### src/rtl/apb_master_pkg.sv
// Shared state encoding, bus widths and command word layout for the APB requester bridge.
package apb_master_pkg;
  localparam int ADDR_W = 8;
  localparam int DATA_W = 8;
  localparam int CMD_W  = 1 + ADDR_W + DATA_W;

  localparam logic [1:0] ST_IDLE   = 2'd0;
  localparam logic [1:0] ST_SETUP  = 2'd1;
  localparam logic [1:0] ST_ACCESS = 2'd2;

  typedef enum logic [1:0] {
    S_IDLE   = ST_IDLE,
    S_SETUP  = ST_SETUP,
    S_ACCESS = ST_ACCESS
  } state_t;

  typedef struct packed {
    logic              write;
    logic [ADDR_W-1:0] addr;
    logic [DATA_W-1:0] wdata;
  } cmd_t;
endpackage

### src/rtl/apb_cmd_fifo.sv
// Command queue, show-ahead read: head entry visible combinationally, 1-cycle push-to-visible.
// Push is dropped when full (full comes from the registered count, so a same-cycle pop does not help).
module apb_cmd_fifo #(
  parameter int DEPTH = 4,
  parameter int WIDTH = 17
) (
  input  logic                   PCLK,
  input  logic                   PRESET,
  input  logic                   i_push,
  input  logic [WIDTH-1:0]       i_din,
  input  logic                   i_pop,
  output logic [WIDTH-1:0]       o_dout,
  output logic                   o_full,
  output logic                   o_empty,
  output logic [$clog2(DEPTH):0] o_count
);
  localparam int AW = $clog2(DEPTH);
  localparam logic [AW:0] FULL_CNT = (AW+1)'(DEPTH);

  logic [WIDTH-1:0] r_mem [DEPTH];
  logic [AW-1:0]    r_wr_ptr;
  logic [AW-1:0]    r_rd_ptr;
  logic [AW:0]      r_count;
  logic             w_push;
  logic             w_pop;

  assign o_full  = (r_count == FULL_CNT);
  assign o_empty = (r_count == '0);
  assign o_count = r_count;
  assign o_dout  = r_mem[r_rd_ptr];
  assign w_push  = i_push && !o_full;
  assign w_pop   = i_pop && !o_empty;

  // Pointers are exactly AW bits wide, so they wrap modulo DEPTH for free.
  always_ff @(posedge PCLK or posedge PRESET) begin
    if (PRESET) begin
      r_wr_ptr <= '0;
      r_rd_ptr <= '0;
      r_count  <= '0;
    end else begin
      if (w_push) r_wr_ptr <= r_wr_ptr + 1'b1;
      if (w_pop)  r_rd_ptr <= r_rd_ptr + 1'b1;
      case ({w_push, w_pop})
        2'b10:   r_count <= r_count + 1'b1;
        2'b01:   r_count <= r_count - 1'b1;
        default: r_count <= r_count;
      endcase
    end
  end

  always_ff @(posedge PCLK) begin
    if (w_push) r_mem[r_wr_ptr] <= i_din;
  end
endmodule

### src/rtl/apb_master_bridge.sv
// APB requester: queued commands -> SETUP/ACCESS transfers; push to PSEL 2 cycles, one-cycle rsp pulse.
// Backpressure only on the command side (cmd_ready=!full); optional APB_TIMEOUT_EN aborts stuck ACCESS.
module apb_master_bridge
  import apb_master_pkg::*;
#(
  parameter int CMD_DEPTH      = 4,
  parameter int TIMEOUT_CYCLES = 16
) (
  input  logic              PCLK,
  input  logic              PRESET,
  input  logic              cmd_valid,
  output logic              cmd_ready,
  input  logic              cmd_write,
  input  logic [ADDR_W-1:0] cmd_addr,
  input  logic [DATA_W-1:0] cmd_wdata,
  output logic              rsp_valid,
  output logic              rsp_write,
  output logic [DATA_W-1:0] rsp_rdata,
  output logic              rsp_err,
  output logic              busy,
  output logic              PSEL,
  output logic              PENABLE,
  output logic              PWRITE,
  output logic [ADDR_W-1:0] PADDR,
  output logic [DATA_W-1:0] PWDATA,
  input  logic [DATA_W-1:0] PRDATA,
  input  logic              PREADY
);
  state_t                   r_state;
  logic                     r_psel;
  logic                     r_penable;
  logic                     r_pwrite;
  logic [ADDR_W-1:0]        r_paddr;
  logic [DATA_W-1:0]        r_pwdata;
  logic                     r_rsp_valid;
  logic                     r_rsp_write;
  logic [DATA_W-1:0]        r_rsp_rdata;

  cmd_t                     w_push_cmd;
  cmd_t                     w_head;
  logic                     w_full;
  logic                     w_empty;
  logic [$clog2(CMD_DEPTH):0] w_count;
  logic                     w_timeout;
  logic                     w_done;
  logic                     w_launch;

  assign w_push_cmd = '{write: cmd_write, addr: cmd_addr, wdata: cmd_wdata};
  assign cmd_ready  = !w_full;
  assign w_done     = PREADY || w_timeout;
  assign w_launch   = !w_empty && ((r_state == S_IDLE) || ((r_state == S_ACCESS) && w_done));
  assign busy       = (r_state != S_IDLE) || (w_count != '0);

  apb_cmd_fifo #(
    .DEPTH (CMD_DEPTH),
    .WIDTH (CMD_W)
  ) u_cmd_fifo (
    .PCLK    (PCLK),
    .PRESET  (PRESET),
    .i_push  (cmd_valid && cmd_ready),
    .i_din   (w_push_cmd),
    .i_pop   (w_launch),
    .o_dout  (w_head),
    .o_full  (w_full),
    .o_empty (w_empty),
    .o_count (w_count)
  );

`ifdef APB_TIMEOUT_EN
  localparam int TW = $clog2(TIMEOUT_CYCLES + 1);
  logic [TW-1:0] r_acc_cnt;
  logic          r_rsp_err;

  // r_acc_cnt holds the ACCESS cycles already spent, so the last allowed one sees TIMEOUT_CYCLES-1.
  assign w_timeout = (r_state == S_ACCESS) && !PREADY && (r_acc_cnt == TW'(TIMEOUT_CYCLES - 1));
  assign rsp_err   = r_rsp_err;

  always_ff @(posedge PCLK or posedge PRESET) begin
    if (PRESET) begin
      r_acc_cnt <= '0;
      r_rsp_err <= 1'b0;
    end else begin
      r_rsp_err <= w_timeout;
      if (r_state == S_SETUP)
        r_acc_cnt <= '0;
      else if ((r_state == S_ACCESS) && !w_done)
        r_acc_cnt <= r_acc_cnt + 1'b1;
    end
  end
`else
  logic w_unused_timeout;
  assign w_unused_timeout = ^TIMEOUT_CYCLES;
  assign w_timeout        = 1'b0;
  assign rsp_err          = 1'b0;
`endif

  always_ff @(posedge PCLK or posedge PRESET) begin
    if (PRESET) begin
      r_state     <= S_IDLE;
      r_psel      <= 1'b0;
      r_penable   <= 1'b0;
      r_pwrite    <= 1'b0;
      r_paddr     <= '0;
      r_pwdata    <= '0;
      r_rsp_valid <= 1'b0;
      r_rsp_write <= 1'b0;
      r_rsp_rdata <= '0;
    end else begin
      r_rsp_valid <= 1'b0;
      case (r_state)
        S_IDLE: begin
          if (!w_empty) begin
            r_pwrite  <= w_head.write;
            r_paddr   <= w_head.addr;
            r_pwdata  <= w_head.write ? w_head.wdata : '0;
            r_psel    <= 1'b1;
            r_penable <= 1'b0;
            r_state   <= S_SETUP;
          end
        end
        S_SETUP: begin
          r_penable <= 1'b1;
          r_state   <= S_ACCESS;
        end
        S_ACCESS: begin
          if (w_done) begin
            r_rsp_valid <= 1'b1;
            r_rsp_write <= r_pwrite;
            r_rsp_rdata <= (r_pwrite || w_timeout) ? '0 : PRDATA;
            r_penable   <= 1'b0;
            // Back-to-back: keep PSEL high and go straight to the next SETUP.
            if (!w_empty) begin
              r_pwrite <= w_head.write;
              r_paddr  <= w_head.addr;
              r_pwdata <= w_head.write ? w_head.wdata : '0;
              r_state  <= S_SETUP;
            end else begin
              r_psel  <= 1'b0;
              r_state <= S_IDLE;
            end
          end
        end
        default: begin
          r_psel    <= 1'b0;
          r_penable <= 1'b0;
          r_state   <= S_IDLE;
        end
      endcase
    end
  end

  assign PSEL      = r_psel;
  assign PENABLE   = r_penable;
  assign PWRITE    = r_pwrite;
  assign PADDR     = r_paddr;
  assign PWDATA    = r_pwdata;
  assign rsp_valid = r_rsp_valid;
  assign rsp_write = r_rsp_write;
  assign rsp_rdata = r_rsp_rdata;
endmodule

### config.mk
export PLATFORM = sky130hd
export DESIGN_NAME = apb_master_bridge
export DESIGN_NICKNAME = d
export VERILOG_FILES = /design/src/rtl/apb_master_pkg.sv /design/src/rtl/apb_cmd_fifo.sv /design/src/rtl/apb_master_bridge.sv
export SDC_FILE = /design/constraint.sdc
export NUM_CORES = 1
export LEC_CHECK = 0
export CAP_MARGIN = 40
export CORE_UTILIZATION = 52
export DETAILED_ROUTE_END_ITERATION = 16
export PLACE_DENSITY = 0.89
export RECOVER_POWER = 50
export REMOVE_ABC_BUFFERS = 1
export SYNTH_ARGS = -nofsm -noshare
export SYNTH_HDL_FRONTEND = slang
export SYNTH_SLANG_ARGS = --single-unit
export TNS_END_PERCENT = 30
### constraint.sdc
create_clock -name PCLK -period 7.2 [get_ports PCLK]
set_clock_uncertainty 0.05 [all_clocks]
set_input_delay 0.72 -clock PCLK [delete_from_list [all_inputs] [get_ports PCLK]]
set_output_delay 0.72 -clock PCLK [all_outputs]
set_load 0.03 [all_outputs]
# Word-level counts from Yosys, hierarchy flattened

Memories as Yosys holds them, arrays and structs flattened.
Cells that the tools add are included.

Add/sub/neg operators: 4
Equality and inequality tests: 8
Mux-type cells: 27
Bitwise logic cells: 1
Reductions and logical operators: 19

Operators by type and width:

| cell                                                               | count |
|---|---|
| 8-bit two-way mux                                                  | 6 |
| 8-bit case mux with 2 select lines                                 | 2 |
| 1-bit two-way mux                                                  | 12 |
| 1-bit case mux with 3 select lines                                 | 2 |
| 2-bit case mux with 3 select lines                                 | 1 |
| 3-bit case mux with 2 select lines                                 | 1 |
| 2-bit AND reduction                                                | 3 |
| 2-bit nonzero test                                                 | 3 |
| 1-bit logical AND                                                  | 5 |
| 2-bit by 1-bit adder with 2-bit output, second input constant      | 2 |
| 2-bit by 1-bit == test with 1-bit output, second input constant    | 2 |
| 2-bit == test, second input constant                               | 2 |
| 2-bit two-way mux                                                  | 2 |
| 2-bit != test, second input constant                               | 2 |
| 4-bit AND reduction                                                | 1 |
| 3-bit by 1-bit adder with 3-bit output, second input constant      | 1 |
| 3-bit == test, second input constant                               | 1 |
| 3-bit logical NOT                                                  | 1 |
| 3-bit nonzero test                                                 | 1 |
| 3-bit by 1-bit subtractor with 3-bit output, second input constant | 1 |
| 1-bit logical NOT                                                  | 2 |
| 2-bit logical NOT                                                  | 1 |
| 1-bit logical OR                                                   | 2 |
| 2-bit by 1-bit != test with 1-bit output, second input constant    | 1 |
| other kinds (2)                                                    | 2 |

Register bits after elaboration: 38
Memory bits (writable): 68
Input bits: 29
Output and inout port bits: 32
Word-level logic and storage cells: 72
Memories: 1

Memory list:

| name             | words | bits a word | read ports | clocked after Yosys merged registers in | write ports | RTL line           | source |
|---|---|---|---|---|---|---|---|
| u_cmd_fifo.r_mem | 4     | 17          | 1          | 0                                       | 1           | apb_cmd_fifo.sv:20 | `logic [WIDTH-1:0] r_mem [DEPTH];` |

# Logic depth before layout (Yosys ltp)

Gate-level depths: netlist of run 1.

Depth after elaboration: 7
Depth in mapped cells: 9
Mapped depth without buffers: 8

# Cells and area by module

A second synthesis of run 1 with hierarchy kept.

Cells, all modules: 239
Area total of the unflattened synthesis: 4207.8 um^2

By module, submodules not included:

| module            | instances | cells each | area an instance (um^2) |
|---|---|---|---|
| apb_cmd_fifo      | 1         | 127        | 2925.3 |
| apb_master_bridge | 1         | 112        | 1282.5 |

# Least setup slack after synthesis of run 1

OpenSTA, ideal clock, no wires.

Path kind: input to register
Start: in PREADY
End: reg u_cmd_fifo.r_count[2] (netlist: u_cmd_fifo.o_count[2])
Library setup time: 0.079 ns
Arrival: 2.345 ns
Required time: 7.071 ns
Path slack: 4.726 ns
Stages: 9
Buffers on the path: 1
Cells stage by stage: nor2b_1 > nor3_4 > buf_6 > ha_1 > inv_1 > fa_1 > xor2_1 > nor2_1 > xor2_1

Cells in the longest elaborated chain, start to end: 6

Ends and longest elaborated chain:

| what                                                                             | RTL line                | source |
|---|---|---|
| start, declared                                                                  | apb_master_bridge.sv:27 | `input logic PREADY` |
| 1-bit logical AND *                                                              | apb_master_bridge.sv:51 | `assign w_launch = !w_empty && ((r_state == S_IDLE) \|\| ((r_state == S_ACCESS) && w_done));` |
| 1-bit logical OR *                                                               | apb_master_bridge.sv:51 |  |
| 1-bit logical AND *                                                              | apb_master_bridge.sv:51 |  |
| 1-bit logical AND *                                                              | apb_cmd_fifo.sv:32      | `assign w_pop = i_pop && !o_empty;` |
| named net u_cmd_fifo.w_pop                                                       | apb_cmd_fifo.sv:25      | `logic w_pop;` |
| 2-bit by 1-bit == test with 1-bit output / 2-bit == test (equally long branches) | apb_cmd_fifo.sv:43      | `case ({w_push, w_pop})` |
| 3-bit case mux with 2 select lines / 2-bit nonzero test (equally long branches)  | --                      |  |
| end signal, assigned                                                             | apb_cmd_fifo.sv:44      | `2'b10: r_count <= r_count + 1'b1;` |
| end signal, assigned                                                             | apb_cmd_fifo.sv:45      | `2'b01: r_count <= r_count - 1'b1;` |
| end signal, assigned                                                             | apb_cmd_fifo.sv:46      | `default: r_count <= r_count;` |
| end, declared                                                                    | apb_cmd_fifo.sv:23      | `logic [AW:0] r_count;` |

Mark *: on every way through the listed nets, which the timed path passes. The rest lies on a longest branch.
A chain may end at the register's enable or synchronous reset.

# Final worst setup path of run 1

Start: reg u_cmd_fifo.r_count[0] (netlist: u_cmd_fifo.o_count[0])
End: out busy

Cells in the longest elaborated chain, start to end: 2

Ends and longest elaborated chain:

| what               | RTL line                | source |
|---|---|---|
| 3-bit nonzero test | apb_master_bridge.sv:52 | `assign busy = (r_state != S_IDLE) \|\| (w_count != '0);` |
| 1-bit logical OR   | apb_master_bridge.sv:52 |  |
| end, declared      | apb_master_bridge.sv:20 | `output logic busy,` |

No other way between the ends.

==> flow_summary_export.csv, run 1 <==
group,metric,value,unit
logic_synthesis,synth_commonest_cells,"sky130_fd_sc_hd__edfxtp_1, sky130_fd_sc_hd__dfrtp_1, sky130_fd_sc_hd__nand2_1",
logic_synthesis,ys_async_sr_fraction,35.2,%
routing,detail_route.wl_per_cell,16.9,um
clocking,cts_repair_resize_count,0,
job,total_of_max_cap_violations,1,
finish,post_route_cells_drive_above_1_share,13.1,%
sta,fin_crit,2.95,ns
floorplanning,floorplan.rows,32,
logic_synthesis,synthFlopType,"sky130_fd_sc_hd__edfxtp_1",
sta,fin_crit_sh,40.9,%
worst_setup_path,critical_path.endpoint_type,"output port",
routing,antenna_viol_nets_final,0,
routing,drt_wl_total,6910,um
logic_synthesis,synthesis.yosys.warnings,0,
sta,slew_violations,38,
pwr,p_int,0.00137,W
logic_synthesis,netlist_instances,234,
global_route,grt_max_degree,38,
clocking,cts_hold_buffers,0,
global_route,global_route.usage.total,18.5,%
worst_setup_path,worst-setup-path-type,"reg2out",
clocking,ctsRootBufferMaster,"sky130_fd_sc_hd__clkbuf_8",
floorplanning,floorplan.initialDensity,53.8,%
logic_synthesis,synth_simple_gate_area_share,5.27,%
sta,achievable-frequency,0.339,GHz
clocking,clock_buffer_count_from_cts,9,
sta,timing.final.hold_violations,0,
logic_synthesis,post_synthesis_average_cell_area,17.8,um2
worst_setup_path,worstPathArrival,2.18,ns
placement,port-buffer-count,59,
logic_synthesis,synth_largest_area_cell,"sky130_fd_sc_hd__edfxtp_1",
floorplanning,io_pins,61,
clocking,number_of_buffers_between_clock_root_and_the_deepest_sink,2,
sta,finalSetupTns,0,ns
routing,detail_route.vias_per_cell,5.28,
floorplanning,dieWidth,91.4,um
logic_synthesis,synth.mux.area_fraction,15.0,%
logic_synthesis,synth_fa_ha_area_share,1.99,%
global_route,gr-total-overflow,0,
global_route,antenna_found_initial,0,
routing,detailedRoute.firstPassIterationCount,4,
pwr,p_leak,1.92,nW
worst_setup_path,worstReg2RegEnd,"u_cmd_fifo.o_count[1]",
pwr,max_ir_drop_vdd,0.000162,V
sta,finalSetupViolations,0,
status,status,"finished with violations",
finish,syn2layout_area_growth,20.8,%
logic_synthesis,synth.top_cell.area_share,49.2,%
sta,setup_repair_after_global_routing_missed_its_margin,"no",
status,violations_in_the_final_reports,"max-capacitance violations, max-slew violations",
clocking,cts.clk_slew.worst_paths,0.09,ns
pwr,pwr-share-seq,44.4,%
worst_setup_path,type_of_origin_of_the_critical_path,"register",
clocking,cts.htree.levels,3,
pwr,totalPowerFinal,0.00210,W
floorplanning,die_h,91.4,um
placement,dpl.hpwl,4450,um
min_path,holdPathStages,2,
worst_setup_path,critical_path_maximum_fanout,6,
worst_setup_path,ff2ff_setup_slack,4.87,ns
logic_synthesis,synth_xor_area_share,1.45,%
logic_synthesis,yosysUniqueCellTypes,34,
worst_setup_path,r2r_start,"u_cmd_fifo.o_count[0]",
routing,routed-via-count,2155,
logic_synthesis,netlist_top_cells_area,"sky130_fd_sc_hd__edfxtp_1, sky130_fd_sc_hd__dfrtp_1, sky130_fd_sc_hd__mux4_2, sky130_fd_sc_hd__mux4_1, sky130_fd_sc_hd__mux2_2",
routing,drc_violations_left,0,
logic_synthesis,seq_area_frac_synth,71.4,%
floorplanning,die_outline_area,8350,um2
finish,fin_nets,336,
logic_synthesis,synth_most_common_cell,"sky130_fd_sc_hd__edfxtp_1",
worst_setup_path,critPathRequiredTime,6.43,ns
min_path,hold_path_end,"rsp_rdata[2]",
logic_synthesis,synth_compound_gate_area_share,1.60,%
min_path,hold_start,"rsp_rdata[2]",
clocking,clock_sinks,105,
global_route,grt_pass1_wl,11300,um
finish,antenna_cells,0,
clocking,worstSkewPairLatency,0.37,ns
placement,routabilityCongestion,0.695,
logic_synthesis,seq_cells_post_synth,105,
logic_synthesis,synth-edff-count,68,
floorplanning,coreArea,7730,um2
pwr,p_comb_share,40.5,%
worst_setup_path,worstRegToRegCells,6,
clocking,cts_tree,"yes",
routing,detail_route.iter0.violations,153,
pwr,p_switching,0.000727,W
global_route,grt_pass1_vias,2239,
sta,max_slew.worst_pin.slew,2.02,ns
pwr,swShare,34.7,%
sta,max-slew-margin-rel,-34.4,%
pwr,share_clk_of_total_power,15.1,%
pwr,powerDensity,418,nW/um2
clocking,post_cts.repair.setup_buffers,0,
logic_synthesis,mappedNetlistArea,4150,um2
min_path,min-delay-path-class,"reg2reg",
logic_synthesis,combinational_family_with_the_most_area_after_synthesis,"multiplexers",
## kinds of logic after synthesis
family                   after synthesis
AO/OA/AOI/OAI                         12
XOR/XNOR                               6
adder cells (fa/ha/maj)                6
buffers and inverters                 27
flip-flops                           105
multiplexers                          37
other                                  1
AND/OR/NAND/NOR                       40
## power groups by stage
stage / Sequential, W / Clock (W) / Combinational, W
after floorplan: 0.00107 / 0 / 0.000412
after global placement: 0.000933 / 0 / 0.000811
after detailed placement: 0.000943 / 0 / 0.000874
after CTS: 0.000930 / 0.000329 / 0.000878
after global routing: 0.000950 / 0.000349 / 0.000915
final: 0.000930 / 0.000317 / 0.000850
## metal layers
metal	part of all wire (%)	global-route usage, %
met5	0	0
met1	43	23.5
met4	1.7	8.07
met2	51	30.2
met3	4.1	4.52
## metrics by stage
| step | cells | hold WS, ns | setup WS, ns | cell area, um2 | utilization [%] |
|---|---|---|---|---|---|
| after CTS | 408 | 0.443 | 4.46 | 5060 | 65.5 |
| after detailed placement | 392 | 0.424 | 4.21 | 4890 | 63.3 |
| after global routing | 408 | 0.476 | 4.03 | 5020 | 64.9 |
| after floorplan | 224 | 0.423 | 4.53 | 4090 | - |
| final | 408 | 0.440 | 4.25 | 5020 | 64.9 |
| after global placement | 387 | 0.415 | 3.74 | 4820 | 62.4 |
## sequential cells by signal, summed over array words and instances, names as in the netlist
register,count
rsp_write,1
PWDATA,8
u_cmd_fifo.o_count,3
PWRITE,1
PENABLE,1
r_state,1
PADDR,8
u_cmd_fifo.r_wr_ptr,2
rsp_rdata,8
u_cmd_fifo.r_rd_ptr,2
u_cmd_fifo.r_mem,68
PSEL,1
rsp_valid,1
## placed cells by master, fill, tap and decap left out, types with 9 or more instances in the layout
| cell | netlist | final |
|---|---|---|
| sky130_fd_sc_hd__edfxtp_1 | 68 | 68 |
| sky130_fd_sc_hd__nand2_1 | 18 | 19 |
| sky130_fd_sc_hd__clkbuf_8 | 0 | 10 |
| sky130_fd_sc_hd__inv_1 | 17 | 17 |
| sky130_fd_sc_hd__clkdlybuf4s50_1 | 0 | 39 |
| sky130_fd_sc_hd__o21ai_0 | 10 | 10 |
| sky130_fd_sc_hd__dfrtp_1 | 37 | 37 |
| sky130_fd_sc_hd__mux2_2 | 10 | 10 |
| sky130_fd_sc_hd__dlygate4sd3_1 | 0 | 20 |
| sky130_fd_sc_hd__mux4_2 | 11 | 11 |
| sky130_fd_sc_hd__mux2i_1 | 9 | 9 |
## worst max path at each step
stage | startpoint | slack (ns) | depth (start not counted) | end
final | u_cmd_fifo.o_count[0] | 4.25 | 3 | busy
after global routing | PRESET | 4.03 | 3 | rsp_rdata[2]
after CTS | u_cmd_fifo.o_count[0] | 4.46 | 2 | cmd_ready
after detailed placement | PREADY | 4.21 | 9 | u_cmd_fifo.o_count[2]
after global placement | PREADY | 3.74 | 9 | u_cmd_fifo.o_count[2]
after floorplan | PREADY | 4.53 | 8 | u_cmd_fifo.o_count[2]
## critical path, stage by stage (launching register included)
cell and delay, ns:
sky130_fd_sc_hd__dfrtp_1 0.43, sky130_fd_sc_hd__nor3_1 0.67, sky130_fd_sc_hd__nand2_1 0.10, sky130_fd_sc_hd__clkdlybuf4s50_1 0.62
## area by class of cell
class / instances / area [um2]
flip-flops and latches: 105 / 2970
fillers: 539 / 2710
multi-input cells: 102 / 1050
repair buffers: 66 / 643
clock buffers: 13 / 149
well taps: 102 / 128
inverters: 17 / 63.8
clock inverters: 3 / 18.8
Power figures use the tool's default switching activity.
==> run 2: changes to the inputs <==
- CORE_UTILIZATION: 52 -> 48
- PLACE_DENSITY: 0.89 -> 0.87
- clock period: 7.2 -> 2.5 ns (I/O delays scaled with it)
==> flow_summary_export.csv, run 2 (synthesis gave the netlist of run 1 again) <==
group,metric,value,unit
sta,timing.final.hold_violations,0,
floorplanning,io_pins,61,
finish,fin_nets,337,
pwr,pwr-share-seq,43.4,%
finish,top_reg_by_flops,"u_cmd_fifo.r_mem",
clocking,cts.htree.levels,3,
finish,layout_commonest_cell,"sky130_fd_sc_hd__edfxtp_1",
clocking,number_of_buffers_between_clock_root_and_the_deepest_sink,2,
sta,whs,0.412,ns
routing,drc_violations_left,0,
pwr,p_int,0.00407,W
finish,final_cell_mix,"sky130_fd_sc_hd__edfxtp_1, sky130_fd_sc_hd__clkdlybuf4s50_1, sky130_fd_sc_hd__dfrtp_1",
worst_setup_path,worstRegToRegCells,8,
worst_setup_path,critical_path.endpoint_type,"register",
global_route,gr-total-overflow,0,
global_route,global_route.usage.total,17.9,%
pwr,powerDensity,1220,nW/um2
routing,routed-via-count,2169,
global_route,globalRouteMet2Util,31.4,%
sta,fin_crit_sh,92.4,%
sta,setup_ws,0.190,ns
min_path,min-delay-path-class,"in2reg",
floorplanning,coreArea,8300,um2
sta,max_slew.worst_pin.slew,0.943,ns
routing,detail_route.iter0.violations,94,
floorplanning,floorplan.rows,33,
worst_setup_path,critPathRequiredTime,2.73,ns
floorplanning,die_outline_area,9030,um2
routing,detailedRoute.firstPassIterationCount,4,
sta,max-slew-margin-rel,37.1,%
floorplanning,dieWidth,95.0,um
pwr,p_comb_share,40.1,%
clocking,cts.clk_slew.worst_paths,0.10,ns
status,status,"finished clean",
min_path,holdPathStages,3,
clocking,clock_buffer_count_from_cts,9,
placement,routabilityCongestion,0.693,
pwr,p_switching,0.00214,W
pwr,swShare,34.5,%
finish,multi_input_comb_area,1050,um2
sta,finalSetupViolations,0,
worst_setup_path,type_of_origin_of_the_critical_path,"register",
floorplanning,floorplan.initialDensity,50.1,%
finish,fillerInstances,603,
finish,number_of_flip_flops_under_the_largest_register_name,68,
finish,post_route_cells_drive_above_1_share,15.6,%
routing,detail_route.vias_per_cell,5.26,
worst_setup_path,worst-setup-path-type,"reg2reg",
clocking,cts_hold_buffers,0,
finish,antenna_cells,0,
routing,detail_route.wl_per_cell,17.7,um
finish,syn2layout_area_growth,22.6,%
clocking,worstSkewPairLatency,0.36,ns
global_route,grt_pass1_vias,2325,
clocking,clock_sinks,105,
job,total_of_max_cap_violations,0,
global_route,grt_max_degree,38,
pwr,totalPowerFinal,0.00621,W
global_route,grt.met3_usage,4.55,%
floorplanning,die_h,95.0,um
sta,setup_repair_after_global_routing_missed_its_margin,"no",
routing,drt_wl_total,7310,um
clocking,cts_repair_resize_count,0,
placement,dpl.hpwl,4990,um
worst_setup_path,worstPathArrival,2.54,ns
global_route,grt_most_used_layer,"met2",
global_route,met1_routing_resource_usage_after_global_routing,21.7,%
placement,port-buffer-count,59,
global_route,grt_pass1_wl,11500,um
clocking,cts_tree,"yes",
worst_setup_path,critical_path_maximum_fanout,6,
sta,achievable-frequency,0.433,GHz
clocking,ctsRootBufferMaster,"sky130_fd_sc_hd__clkbuf_8",
pwr,share_clk_of_total_power,16.6,%
sta,finalSetupTns,0,ns
global_route,antenna_found_initial,0,
finish,finalInstanceArea,5090,um2
sta,slew_violations,0,
clocking,post_cts.repair.setup_buffers,0,
sta,fin_crit,2.31,ns
placement,preCtsSetupSlack,0.239,ns
finish,register_area,2970,um2
pwr,p_leak,1.95,nW
routing,antenna_viol_nets_final,0,
placement,post_dp_cell_area,4900,um2
pwr,max_ir_drop_vdd,0.000493,V
run 2: cell count changes in the layout (fill, tap and decap cells not counted), sizes merged:
cell,change
clkbuf,-4
clkdlybuf4s50,+2
clkinvlp,+2
clkinv,-1
dlygate4sd3,-2
buf,+3
bufinv,+1
run 2: path summary, 6_finish.rpt:
kind | start | to | slack [ns]
min | PRDATA[7] | rsp_rdata[7] | 0.41
max in group asynchronous | PRESET | PENABLE | 1.25
min in group asynchronous | PRESET | rsp_rdata[6] | 0.56
max | u_cmd_fifo.o_count[0] | u_cmd_fifo.o_count[2] | 0.19
min reg2reg | rsp_rdata[2] | rsp_rdata[2] | 0.44
max reg2reg | u_cmd_fifo.o_count[0] | u_cmd_fifo.o_count[2] | 0.19
run 2: layout make-up:
cell class / instances / area share [%]
clock buffer: 11 / 2.78
clock inverter: 5 / 1.08
inverter: 17 / 1.25
multi-input combinational: 102 / 20.7
sequential: 105 / 58.3
tap: 105 / 2.58
timing repair buffer: 67 / 13.4
run 2: metrics by stage:
| step | instances | utilization [%] |
|---|---|---|
| 5_1_grt | 412 | 61.4 |
| 3_3_place_gp | 392 | 58.5 |
| 6_report | 412 | 61.4 |
| 2_1_floorplan | 224 | - |
| 4_1_cts | 412 | 61.5 |
| 3_5_place_dp | 396 | 59.1 |
run 2: worst max-delay path: stages (launching register included):
cell and delay, ns:
sky130_fd_sc_hd__dfrtp_1 0.44, sky130_fd_sc_hd__or3b_1 0.49, sky130_fd_sc_hd__nand2_1 0.18, sky130_fd_sc_hd__ha_1 0.20, sky130_fd_sc_hd__inv_1 0.06, sky130_fd_sc_hd__fa_1 0.37, sky130_fd_sc_hd__xor2_1 0.17, sky130_fd_sc_hd__nor2_1 0.12
sky130_fd_sc_hd__xor2_1 0.17
run 2: power by group through the flow:
stage | Combinational [W] | Clock [W] | Sequential [W]
finish | 0.00249 | 0.00103 | 0.00269
global route | 0.00270 | 0.00111 | 0.00276
CTS | 0.00254 | 0.00105 | 0.00270
detailed placement | 0.00254 | 0 | 0.00273
global placement | 0.00240 | 0 | 0.00270
floorplan | 0.00119 | 0 | 0.00309
run 2: routing by layer:
metal	share of wire (%)	routed length (um)	vias up
met4	1.0	75	0
li1	-	-	993
met2	50	3690	68
met3	5.9	433	8
met1	43	3110	1100
met5	0	0	-
==> run 3: changes to the inputs <==
--- a/config.mk
+++ b/config.mk
@@ -7,7 +7,7 @@
 export LEC_CHECK = 0
 export CAP_MARGIN = 40
-export CORE_UTILIZATION = 48
+export CORE_UTILIZATION = 52
 export DETAILED_ROUTE_END_ITERATION = 16
-export PLACE_DENSITY = 0.87
+export PLACE_DENSITY = 0.89
 export RECOVER_POWER = 50
 export REMOVE_ABC_BUFFERS = 1
==> constraint.sdc (replaced) <==
create_clock -name PCLK -period 2.65 [get_ports PCLK]
set_clock_uncertainty 0.05 [all_clocks]
set_input_delay 0.3975 -clock PCLK [delete_from_list [all_inputs] [get_ports PCLK]]
set_output_delay 0.3975 -clock PCLK [all_outputs]
set_load 0.03 [all_outputs]
==> flow_summary_export.csv, run 3 (synthesis gave the netlist of run 1 again) <==
group,metric,value,unit
worst_setup_path,timing.critical_path.slowest_stage_cell,"sky130_fd_sc_hd__clkbuf_1",
routing,drt_wl_total,6760,um
global_route,antenna_found_initial,0,
worst_setup_path,critPathRequiredTime,2.86,ns
finish,final_cell_mix,"sky130_fd_sc_hd__edfxtp_1, sky130_fd_sc_hd__clkdlybuf4s50_1, sky130_fd_sc_hd__dfrtp_1",
clocking,clock_sinks,105,
pwr,p_switching,0.00200,W
sta,finalSetupTns,0,ns
finish,fillerInstances,507,
sta,setup_repair_after_global_routing_missed_its_margin,"no",
pwr,share_clk_of_total_power,17.4,%
global_route,grt_pass1_vias,2287,
worst_setup_path,type_of_origin_of_the_critical_path,"register",
worst_setup_path,timing.critical_path.cells,"nor3_2, buf_4, nor3_4, clkbuf_1, mux2_2",
placement,port-buffer-count,59,
worst_setup_path,critical_path.endpoint_type,"register",
routing,detailedRoute.firstPassIterationCount,4,
worst_setup_path,timing.critical_path.max_delay_family,"buffers and inverters",
worst_setup_path,worstPathArrival,2.58,ns
pwr,p_comb_share,39.3,%
sta,whs,0.438,ns
worst_setup_path,critical-path-max-stage-delay,0.95,ns
pwr,p_leak,1.96,nW
min_path,min-delay-path-class,"reg2reg",
routing,routed-via-count,2166,
floorplanning,dieWidth,91.4,um
global_route,gr-total-overflow,0,
finish,multi_input_comb_area,1050,um2
sta,timing.final.hold_violations,0,
sta,max-slew-margin-rel,15.6,%
finish,syn2layout_area_growth,22.5,%
floorplanning,die_outline_area,8350,um2
floorplanning,floorplan.rows,32,
finish,layout_commonest_cell,"sky130_fd_sc_hd__edfxtp_1",
finish,register_area,2970,um2
pwr,swShare,34.2,%
sta,slew_violations,0,
pwr,p_int,0.00385,W
worst_setup_path,ff2ff_setup_slack,0.28,ns
floorplanning,coreArea,7730,um2
sta,fin_crit,2.37,ns
pwr,pwr-share-seq,43.2,%
worst_setup_path,worst-setup-path-type,"reg2reg",
global_route,global_route.usage.total,18.0,%
routing,detail_route.vias_per_cell,5.27,
pwr,max_ir_drop_vdd,0.000441,V
finish,number_of_flip_flops_under_the_largest_register_name,68,
routing,drc_violations_left,0,
worst_setup_path,path_buf_inv,2,
floorplanning,floorplan.initialDensity,53.8,%
status,status,"finished clean",
clocking,cts.clk_slew.worst_paths,0.10,ns
finish,top_reg_by_flops,"u_cmd_fifo.r_mem",
finish,post_route_cells_drive_above_1_share,16.2,%
clocking,cts_repair_resize_count,0,
pwr,powerDensity,1150,nW/um2
placement,routabilityCongestion,0.682,
routing,detail_route.wl_per_cell,16.4,um
floorplanning,die_h,91.4,um
finish,fin_nets,339,
finish,antenna_cells,0,
clocking,ctsRootBufferMaster,"sky130_fd_sc_hd__clkbuf_8",
clocking,number_of_buffers_between_clock_root_and_the_deepest_sink,2,
sta,finalSetupViolations,0,
global_route,grt_max_degree,38,
floorplanning,io_pins,61,
sta,fin_crit_sh,89.5,%
global_route,grt_pass1_wl,11100,um
routing,antenna_viol_nets_final,0,
clocking,cts_tree,"yes",
worst_setup_path,critical_path_maximum_fanout,18,
clocking,worstSkewPairLatency,0.37,ns
sta,achievable-frequency,0.422,GHz
sta,max_slew.worst_pin.slew,1.27,ns
clocking,clock_buffer_count_from_cts,9,
clocking,post_cts.repair.setup_buffers,0,
clocking,cts.htree.levels,3,
job,total_of_max_cap_violations,0,
routing,detail_route.iter0.violations,124,
placement,dpl.hpwl,4430,um
clocking,cts_hold_buffers,0,
run 3: cell count changes in the layout (fill, tap and decap cells not counted), sizes merged:
cell      before  now
inv           17   19
clkbuf        13   14
bufinv         1    0
buf            6    8
clkinvlp       2    0
run 3: tightest hold or removal path, delay by kind of cell (launching register included):
family | cells | cell delay [ns]
flip-flops | 1 | 0.35
AO/OA/AOI/OAI | 1 | 0.06
AND/OR/NAND/NOR | 1 | 0.04
run 3: routing by layer:
layer / share of wire, % / vias to the layer above / GRT usage [%]
li1: - / 997 / -
met5: 0 / - / 0
met4: 1.3 / 0 / 6.61
met2: 50 / 54 / 29.5
met3: 5.1 / 8 / 5.70
met1: 44 / 1107 / 22.6
run 3: layout make-up:
type                            instances  share of cell area [%]
Sequential cell                       105                    58.3
Multi-Input combinational cell        102                    20.7
Timing Repair Buffer                   69                    13.0
Clock buffer                           12                    3.69
Inverter                               17                    1.25
Tap cell                              102                    2.51
Clock inverter                          4                   0.566
run 3: worst paths after layout:
| path | depth (start not counted) | end | start |
|---|---|---|---|
| worst max register to register | 5 | PADDR[1] | u_cmd_fifo.o_count[0] |
| min in group asynchronous | 3 | rsp_rdata[2] | PRESET |
| worst min register to register | 2 | rsp_rdata[4] | rsp_rdata[4] |
| max in group asynchronous | 3 | PWDATA[7] | PRESET |
| worst max-delay path | 5 | PADDR[1] | u_cmd_fifo.o_count[0] |
| worst min-delay path | 2 | rsp_rdata[4] | rsp_rdata[4] |
run 3: power by group through the flow:
stage	Clock (W)	Sequential (W)	Combinational (W)
floorplan	0	0.00292	0.00112
global placement	0	0.00254	0.00226
detailed placement	0	0.00257	0.00234
CTS	0.00104	0.00254	0.00235
global route	0.00111	0.00259	0.00248
finish	0.00102	0.00253	0.00230
run 3: metrics by stage:
step | total power (W) | area (um2) | instances | util, % | worst slack (ns)
6_report | 0.00585 | 5090 | 411 | 65.8 | 0.279
5_1_grt | 0.00618 | 5090 | 411 | 65.8 | 0.101
4_1_cts | 0.00593 | 5100 | 411 | 65.9 | 0.261
3_5_place_dp | 0.00492 | 4880 | 395 | 63.1 | 0.276
3_3_place_gp | 0.00480 | 4880 | 395 | 63.1 | 0.339
2_1_floorplan | 0.00404 | 4090 | 224 | - | 0.0334
